--- src/rtl/axis_tx_mac_bridge.sv ---
// AXI4-Stream slave to legacy MAC transmit user interface.
// Words are buffered in a small FIFO. On the way out the bridge marks the
// start and end of each packet, encodes the byte-enables of the last word,
// and stalls whenever the MAC drops write-allow.
//
// state  | meaning
// IDLE   | FIFO empty, nothing being sent to the MAC
// XFER   | FIFO holds data; one word is popped per cycle while Tx_mac_wa=1
module axis_tx_mac_bridge #(
    parameter int FIFO_AW = 3,
    parameter int CNT_W   = 16
) (
    input  logic             Clk_user,
    input  logic             Reset_n,
    input  logic             S_AXIS_tvalid,
    output logic             S_AXIS_tready,
    input  logic [31:0]      S_AXIS_tdata,
    input  logic [3:0]       S_AXIS_tstrb,
    input  logic             S_AXIS_tlast,
    input  logic             S_AXIS_tdest,
    input  logic             S_AXIS_tid,
    input  logic             Tx_mac_wa,
    output logic             Tx_mac_wr,
    output logic [31:0]      Tx_mac_data,
    output logic [1:0]       Tx_mac_BE,
    output logic             Tx_mac_sop,
    output logic             Tx_mac_eop,
    output logic [CNT_W-1:0] Pkt_cnt,
    output logic [CNT_W-1:0] Strb_err_cnt
);
    localparam int DEPTH = 1 << FIFO_AW;
    localparam logic [0:0] ST_IDLE = 1'b0;
    localparam logic [0:0] ST_XFER = 1'b1;

    // tdest and tid carry no meaning for the MAC
    logic unused_sideband;
    assign unused_sideband = &{1'b0, S_AXIS_tdest, S_AXIS_tid};

    logic [31:0]        mem_data_q [DEPTH];
    logic [3:0]         mem_strb_q [DEPTH];
    logic               mem_last_q [DEPTH];

    logic [FIFO_AW:0]   wr_ptr_q, wr_ptr_d;
    logic [FIFO_AW:0]   rd_ptr_q, rd_ptr_d;
    logic [0:0]         state_q, state_d;
    logic               sop_pending_q, sop_pending_d;
    logic               tready_q, tready_d;
    logic               wr_q, wr_d;
    logic [31:0]        data_q, data_d;
    logic [1:0]         be_q, be_d;
    logic               sop_q, sop_d;
    logic               eop_q, eop_d;
    logic [CNT_W-1:0]   pkt_cnt_q, pkt_cnt_d;
    logic [CNT_W-1:0]   err_cnt_q, err_cnt_d;

    logic [FIFO_AW:0]   count, count_nxt;
    logic               empty, push, pop, strb_ok;
    logic [3:0]         strb_norm;
    logic [FIFO_AW-1:0] rd_idx, wr_idx;
    logic [31:0]        rd_data;
    logic [3:0]         rd_strb;
    logic               rd_last;
    logic [1:0]         rd_be;

    assign wr_idx  = wr_ptr_q[FIFO_AW-1:0];
    assign rd_idx  = rd_ptr_q[FIFO_AW-1:0];
    assign rd_data = mem_data_q[rd_idx];
    assign rd_strb = mem_strb_q[rd_idx];
    assign rd_last = mem_last_q[rd_idx];

    // Strobe validation: only a last word may be partial, and then only left-aligned
    always_comb begin
        strb_ok = 1'b0;
        if (S_AXIS_tlast) begin
            case (S_AXIS_tstrb)
                4'b1000, 4'b1100, 4'b1110, 4'b1111: strb_ok = 1'b1;
                default:                            strb_ok = 1'b0;
            endcase
        end else begin
            strb_ok = (S_AXIS_tstrb == 4'b1111);
        end
        strb_norm = strb_ok ? S_AXIS_tstrb : 4'b1111;
    end

    // Byte-enable encoding of the entry at the read pointer
    always_comb begin
        case (rd_strb)
            4'b1000: rd_be = 2'b01;
            4'b1100: rd_be = 2'b10;
            4'b1110: rd_be = 2'b11;
            default: rd_be = 2'b00;
        endcase
    end

    // Next-state logic for FIFO pointers, output FSM, MAC outputs and counters.
    // The first pop may share the cycle in which IDLE is left, which keeps the
    // accept-to-write latency at two cycles.
    always_comb begin
        empty     = (wr_ptr_q == rd_ptr_q);
        count     = wr_ptr_q - rd_ptr_q;
        push      = S_AXIS_tvalid & tready_q;
        pop       = ~empty & Tx_mac_wa;
        count_nxt = count + {{FIFO_AW{1'b0}}, push} - {{FIFO_AW{1'b0}}, pop};

        wr_ptr_d  = push ? wr_ptr_q + 1'b1 : wr_ptr_q;
        rd_ptr_d  = pop  ? rd_ptr_q + 1'b1 : rd_ptr_q;
        tready_d  = (count_nxt < (FIFO_AW+1)'(DEPTH - 1));

        state_d = state_q;
        case (state_q)
            ST_IDLE: if (!empty)         state_d = ST_XFER;
            ST_XFER: if (empty && !pop)  state_d = ST_IDLE;
            default:                     state_d = ST_IDLE;
        endcase

        wr_d          = pop;
        data_d        = pop ? rd_data : data_q;
        sop_d         = pop & sop_pending_q;
        eop_d         = pop & rd_last;
        be_d          = (pop & rd_last) ? rd_be : 2'b00;
        sop_pending_d = pop ? rd_last : sop_pending_q;

        pkt_cnt_d = pkt_cnt_q + CNT_W'(wr_q & eop_q);
        err_cnt_d = err_cnt_q + CNT_W'(push & ~strb_ok);
    end

    // FIFO storage; contents need no reset because the pointers define validity
    always_ff @(posedge Clk_user) begin
        if (push) begin
            mem_data_q[wr_idx] <= S_AXIS_tdata;
            mem_strb_q[wr_idx] <= strb_norm;
            mem_last_q[wr_idx] <= S_AXIS_tlast;
        end
    end

    // Control, output and counter registers
    always_ff @(posedge Clk_user or negedge Reset_n) begin
        if (!Reset_n) begin
            wr_ptr_q      <= '0;
            rd_ptr_q      <= '0;
            state_q       <= ST_IDLE;
            sop_pending_q <= 1'b1;
            tready_q      <= 1'b0;
            wr_q          <= 1'b0;
            data_q        <= '0;
            be_q          <= '0;
            sop_q         <= 1'b0;
            eop_q         <= 1'b0;
            pkt_cnt_q     <= '0;
            err_cnt_q     <= '0;
        end else begin
            wr_ptr_q      <= wr_ptr_d;
            rd_ptr_q      <= rd_ptr_d;
            state_q       <= state_d;
            sop_pending_q <= sop_pending_d;
            tready_q      <= tready_d;
            wr_q          <= wr_d;
            data_q        <= data_d;
            be_q          <= be_d;
            sop_q         <= sop_d;
            eop_q         <= eop_d;
            pkt_cnt_q     <= pkt_cnt_d;
            err_cnt_q     <= err_cnt_d;
        end
    end

    assign S_AXIS_tready = tready_q;
    assign Tx_mac_wr     = wr_q;
    assign Tx_mac_data   = data_q;
    assign Tx_mac_BE     = be_q;
    assign Tx_mac_sop    = sop_q;
    assign Tx_mac_eop    = eop_q;
    assign Pkt_cnt       = pkt_cnt_q;
    assign Strb_err_cnt  = err_cnt_q;

endmodule
--- config.mk ---
export PLATFORM = sky130hd
export DESIGN_NAME = axis_tx_mac_bridge
export DESIGN_NICKNAME = d
export VERILOG_FILES = /design/src/rtl/axis_tx_mac_bridge.sv
export SDC_FILE = /design/constraint.sdc
export NUM_CORES = 1
export LEC_CHECK = 0
export CAP_MARGIN = 40
export CORE_ASPECT_RATIO = 0.8
export CORE_MARGIN = 4
export CORE_UTILIZATION = 45
export DETAILED_ROUTE_END_ITERATION = 8
export PLACE_DENSITY = 0.63
export SETUP_SLACK_MARGIN = 0.4
export SKIP_LAST_GASP = 1
export SYNTH_ARGS = -nofsm -noshare
export SYNTH_HDL_FRONTEND = slang
export SYNTH_SLANG_ARGS = --single-unit
--- constraint.sdc ---
create_clock -name Clk_user -period 6.8 [get_ports Clk_user]
set_input_delay 1.36 -clock Clk_user [delete_from_list [all_inputs] [get_ports Clk_user]]
set_output_delay 1.36 -clock Clk_user [all_outputs]
set_load 0.02 [all_outputs]
Word level (Yosys, flattened, before mapping)
Memory sizes are Yosys's and may differ from the RTL's. A register that Yosys moved wholly into a read port is not among the register bits. Index checks and enable logic that the tools add are counted.

Register bits after elaboration: 47. Bits in latches: 0. RAM bits: 296. Bits in read-only memories: 0. Bits of input ports: 43. Output and inout bits: 70. Memories kept: 3.

Add/sub/neg operators: 7. Multipliers: 0. Div/mod/pow operators: 0. Order comparisons: 1. Equal/unequal tests: 8. Shifts and indexed selects: 0. Mux-type cells: 7. Bitwise gates (word level): 8. Reductions and logical operators: 2.

Memory list: mem_data_q (depth 8, bits a word 32, read ports 1, clocked after memory_dff 1, wr ports 1, RTL line 39) `logic [31:0] mem_data_q [DEPTH];`; mem_strb_q (depth 8, bits a word 4, read ports 1, clocked after memory_dff 0, wr ports 1, RTL line 40) `logic [3:0] mem_strb_q [DEPTH];`; mem_last_q (depth 8, bits a word 1, read ports 1, clocked after memory_dff 0, wr ports 1, RTL line 41) `logic mem_last_q [DEPTH];`.

Operator list (number): equality test 4 bit (second input constant) (7); adder 16 x 1 -> 16 bit (1); adder 16 bit (1); bitwise AND 1 x 16 -> 16 bit (1); NOT 1 -> 16 bit (1); adder 4 x 1 -> 4 bit (second input constant) (2); case mux 2 bit (3 select lines) (1); bitwise AND 1 bit (5); adder 4 x 1 -> 4 bit (1); equality test 4 bit (1); less-than comparator 4 x 3 -> 1 bit (second input constant) (1); two-way mux 1 bit (4); two-way mux 4 bit (1); OR reduction 4 bit (1); subtractor 4 x 1 -> 4 bit (1); subtractor 4 bit (1); two-way mux 2 bit (1); logical NOT 1 bit (1); NOT 1 bit (1).

Longest topological paths before layout
Depth after elaboration: 7. Depth in mapped cells: 13. Mapped depth without buffers: 12.

Worst setup path before layout
OpenSTA, ideal clock, no wires.

Path type: input to register. From: in S_AXIS_tvalid. To: mem mem_data_q[0][0] (enable). Arrival: 5.078 ns. Slack: 1.198 ns. Cell stages on the path: 2. Path through: nand2_1 > nor4_1.

Word-level cells in the longest chain between the ends: 3.

RTL lines: start, declared (RTL line 15) `input logic S_AXIS_tvalid,`; bitwise AND 1 bit (RTL line 101) `push = S_AXIS_tvalid & tready_q;`; two-way mux 1 bit (RTL line 129) `if (push) begin`; two-way mux 1 bit (implied by the code) (RTL line 130) `mem_data_q[wr_idx] <= S_AXIS_tdata;`; end, declared (RTL line 39).

Every way passes these cells.

Worst setup path in the final report
From: reg wr_ptr_q[2]. To: reg tready_q (netlist: S_AXIS_tready).

Word-level cells in the longest chain between the ends: 5. Elaborated cells between the ends (all ways): 7. Classes of those cells: 3 x add/sub; 1 x order compare; 1 x eq/ne; 2 x bitwise.

RTL lines: start, declared (RTL line 43) `logic [FIFO_AW:0] wr_ptr_q, wr_ptr_d;`; start signal, assigned (RTL line 152) `wr_ptr_q <= wr_ptr_d;`; branches (longest 3 deep; another with subtractor 4 bit); subtractor 4 x 1 -> 4 bit * (RTL line 103) `count_nxt = count + {{FIFO_AW{1'b0}}, push} - {{FIFO_AW{1'b0}}, pop};`; less-than comparator 4 x 3 -> 1 bit * (RTL line 107) `tready_d = (count_nxt < (FIFO_AW+1)'(DEPTH - 1));`; via tready_d (RTL line 47) `logic tready_q, tready_d;`; end signal, assigned (RTL line 156) `tready_q <= tready_d;`; end, declared (RTL line 47).

Mark *: on every way through the listed nets, which the timed path passes. A chain may end at the register's enable or synchronous reset.

==> summary.md <==
| Metric | Value |
|---|---|
| Filler cells | around 2500 |
| Total GRT Usage | 0.170 |
| Synthesized area per cell | 18.6 sq um |
| Final setup margin | 3.09 ns |
| Antenna viol nets, final | 0 |
| Longest Clk Path Bufs | 3 |
| CTS Buf Count | 38 |
| TritonCTS clock tree | yes |
| Max Clk Rate | 270 MHz |
| Seq/Total Area, Yosys | 0.757 |
| Number of flops mapped to enable cells by yosys | 296 |
| Hpwl dp | 16500 um |
| Port Buf Inserts | between 100 and 150 |
| Setup TNS | 0 ns |
| Syn-to-layout area delta | 20.8% |
| Critical Path RT | 7.23 ns |
| Post-synth top area share | 0.619 |
| DRT Wirelength | 29300 um |
| Antenna cell count | 0 |
| Largest stage delay, worst path | 0.61 ns |
| Fin crit period | approximately 3.7 ns |
| Number of H-tree levels | 2 |
| Vias | 7239 |
| Mapped Area | 0.0144 sq mm |
| Max-Cap Viols | 0 |
| Final Hold Vio Count | 0 |
| Most used routing layer | met2 |
| Number of DRC markers in iteration 0 | roughly 530 |
| Setup violations, final | 0 |
| Core Area | roughly 0.031 sq mm |
| Clock Latency Late Sink | 0.53 ns |
| Worst Path Arrival | 4.14 ns |
| Commonest cells after routing, fill and taps aside | edfxtp_1 (296), clkdlybuf4s50_1 (109), nand2_1 (80), dfrtp_1 (75), mux4_2 (70) |
| Yosys reg bits | 375 |
| Maximum fanout along the worst path | 7 |
| PwrDens | 417 mW/mm^2 |
| RSZ-0062 raised after global routing | no |
| Router iterations before antenna repair | 5 |
| Hold slack final | 0.467 ns |
| Period utilization | 0.545 |
| Leakage power | 5.96 nW |
| Slew @ Worst Pin | 0.848 ns |
| Crit Path Category | flop to flop |
| Commonest non-fill, non-tap cell in the layout | edfxtp_1 |
| Setup bufs post-CTS | 0 |
| Die H | 168 um |
| CP most frequent cell | fa_1 |
| HP Class | flop to flop |
| Post-DR vias/cell | ~5.3 |
| I/O Pins | about 110 |
| Number of global-route vias before repair | between 7000 and 8000 |
| Pre-CTS setup slack | about 2.6 ns |
| Critical-path cell list | inv_1, ha_1, inv_1, o41ai_2, fa_1, fa_1, ha_1, fa_1, xor2_1, xnor2_1, xnor2_1, a31oi_1 |
| Post-cts repair resize count | 0 |
| Clk slew on worst S/H paths | around 0.060 ns |
| Peak supply drop | 0.247 mV |
| First-pass GRT wire length | approximately 46000 um |
| Synth area leader | edfxtp_1 |
| Die width | 208 um |
| Initial Utilization | 0.457 |
| Rows | 58 |
| Routing usage on met1 | 0.246 |
| Met2 GRT Util | 0.273 |
| Outcome | complete, no violations |
| CP max stage cell | o41ai_2 |
| WL/cell | 21.5 um |
| Syn Inst Count | 772 |
| Met3 GRT Util | 0.0358 |
| Pins over their slew limit | 0 |
| Synth top area cells | edfxtp_1 (62%), dfrtp_1 (14%), mux4_2 (11%) |
| Setup Skew | 0.0104 ns |
| Layout cell share with drive strength beyond 1 | 0.176 |
| Ys flop type | edfxtp_1 |
| Synth unique cells | between 40 and 50 |
| Gpl congestion | 0.704 |
| Total gr overflow | 0 |
| CP endpoint kind | flop |
| DRC | 0 |
| Clock tree sinks | 375 |
| Relative max-transition margin | 0.434 |
| Syn. warnings | 0 |
| Initial antenna violation count | 2 |
| CTS Hold Bufs | 0 |
| DIE AREA | ~0.035 sq mm |
| Root Buffer | clkbuf_16 |
| CP startpoint kind | flop |
| Final #Nets | 967 |
| Ys async rst share | 0.211 |
| Largest net degree at the start of global routing | 49 |
[logic make-up (layout without fill, tap and decap cells)]
family,count (synthesis),after routing,share of synthesized area
and+or+nand+nor,175,175,0.0532
xor gates and xnor gates,42,42,0.0256
adders and majority gates,12,12,0.0120
DFF,375,375,0.757
AOI/OAI and AO/OA,48,48,0.0241
muxes,73,73,0.112
buffers and inverters,46,208,0.0159
other,1,8,0.000261
[critical path, delay by kind of cell (launching register included)]
kind                       cells  cell delay [ns]
adders and majority gates      5             1.70
buffers and inverters          2             0.15
AOI/OAI and AO/OA              2             0.78
DFF                            1             0.54
xor gates and xnor gates       3             0.44
[per-layer routing]
layer / routed length [um] / vias up
met4: 447 / 4
met5: 24 / -
li1: - / 3277
met3: 1570 / 43
met2: 13800 / 162
met1: 13500 / 3753
[stage by stage]
step | utilization | instances | total power, mW | cell area [sq um]
floorplan | - | 779 | 4.42 | 14400
global placement | 0.509 | 1289 | 5.10 | 16000
detailed placement | 0.511 | 1292 | 5.16 | 16000
CTS | 0.552 | 1361 | 7.36 | 17400
global route | 0.552 | 1361 | 7.63 | 17400
finish | 0.552 | 1361 | 7.24 | 17400
[final cells by class]
cell class | instances | area [sq um] | area share
Clock buffer | 53 | 1070 | 0.0616
Sequential cell | 375 | 10900 | 0.627
Tap cell | 420 | 526 | 0.0303
Inverter | 12 | 45.0 | 0.00260
Timing Repair Buffer | 127 | 1260 | 0.0725
Multi-Input combinational cell | 358 | 3340 | 0.192
Clock inverter | 16 | 239 | 0.0138
[worst paths after layout]
path,startpoint,to,slack (ns),cells after the start
setup reg to reg,wr_ptr_q[2],S_AXIS_tready,3.09,12
max in group asynchronous,Reset_n,rd_ptr_q[0],4.87,2
setup / recovery,wr_ptr_q[2],S_AXIS_tready,3.09,12
hold / removal,Pkt_cnt[15],Pkt_cnt[15],0.47,1
min in group asynchronous,Reset_n,Pkt_cnt[10],0.80,1
hold reg to reg,Pkt_cnt[15],Pkt_cnt[15],0.47,1
[state kept, by name, indices dropped and copies added (netlist names), 2 cells and up]
register / cells
wr_ptr_q: 4
mem_last_q: 8
Pkt_cnt: 16
mem_data_q: 256
Strb_err_cnt: 16
mem_strb_q: 32
Tx_mac_data: 32
Tx_mac_BE: 2
rd_ptr_q: 4
[cell usage after synthesis (4+ instances only)]
cell      count
nand2_1      80
a31oi_1      34
edfxtp_1    296
nand2b_1      4
nand3_1      15
dfrtp_1      78
buf_4         4
mux4_2       70
xor2_1       13
xnor2_1      29
nor2_1       45
nor3_1        7
buf_2        12
ha_1          9
nand4_1       8
inv_1        10
clkbuf_1     14
[power breakdown]
| group | internal [mW] | total, mW | switching (mW) |
|---|---|---|---|
| Clock | 1.33 | 2.18 | 0.845 |
| Combinational | 0.941 | 1.99 | 1.05 |
| Sequential | 2.81 | 3.07 | 0.260 |
Power figures use the tool's default switching activity.
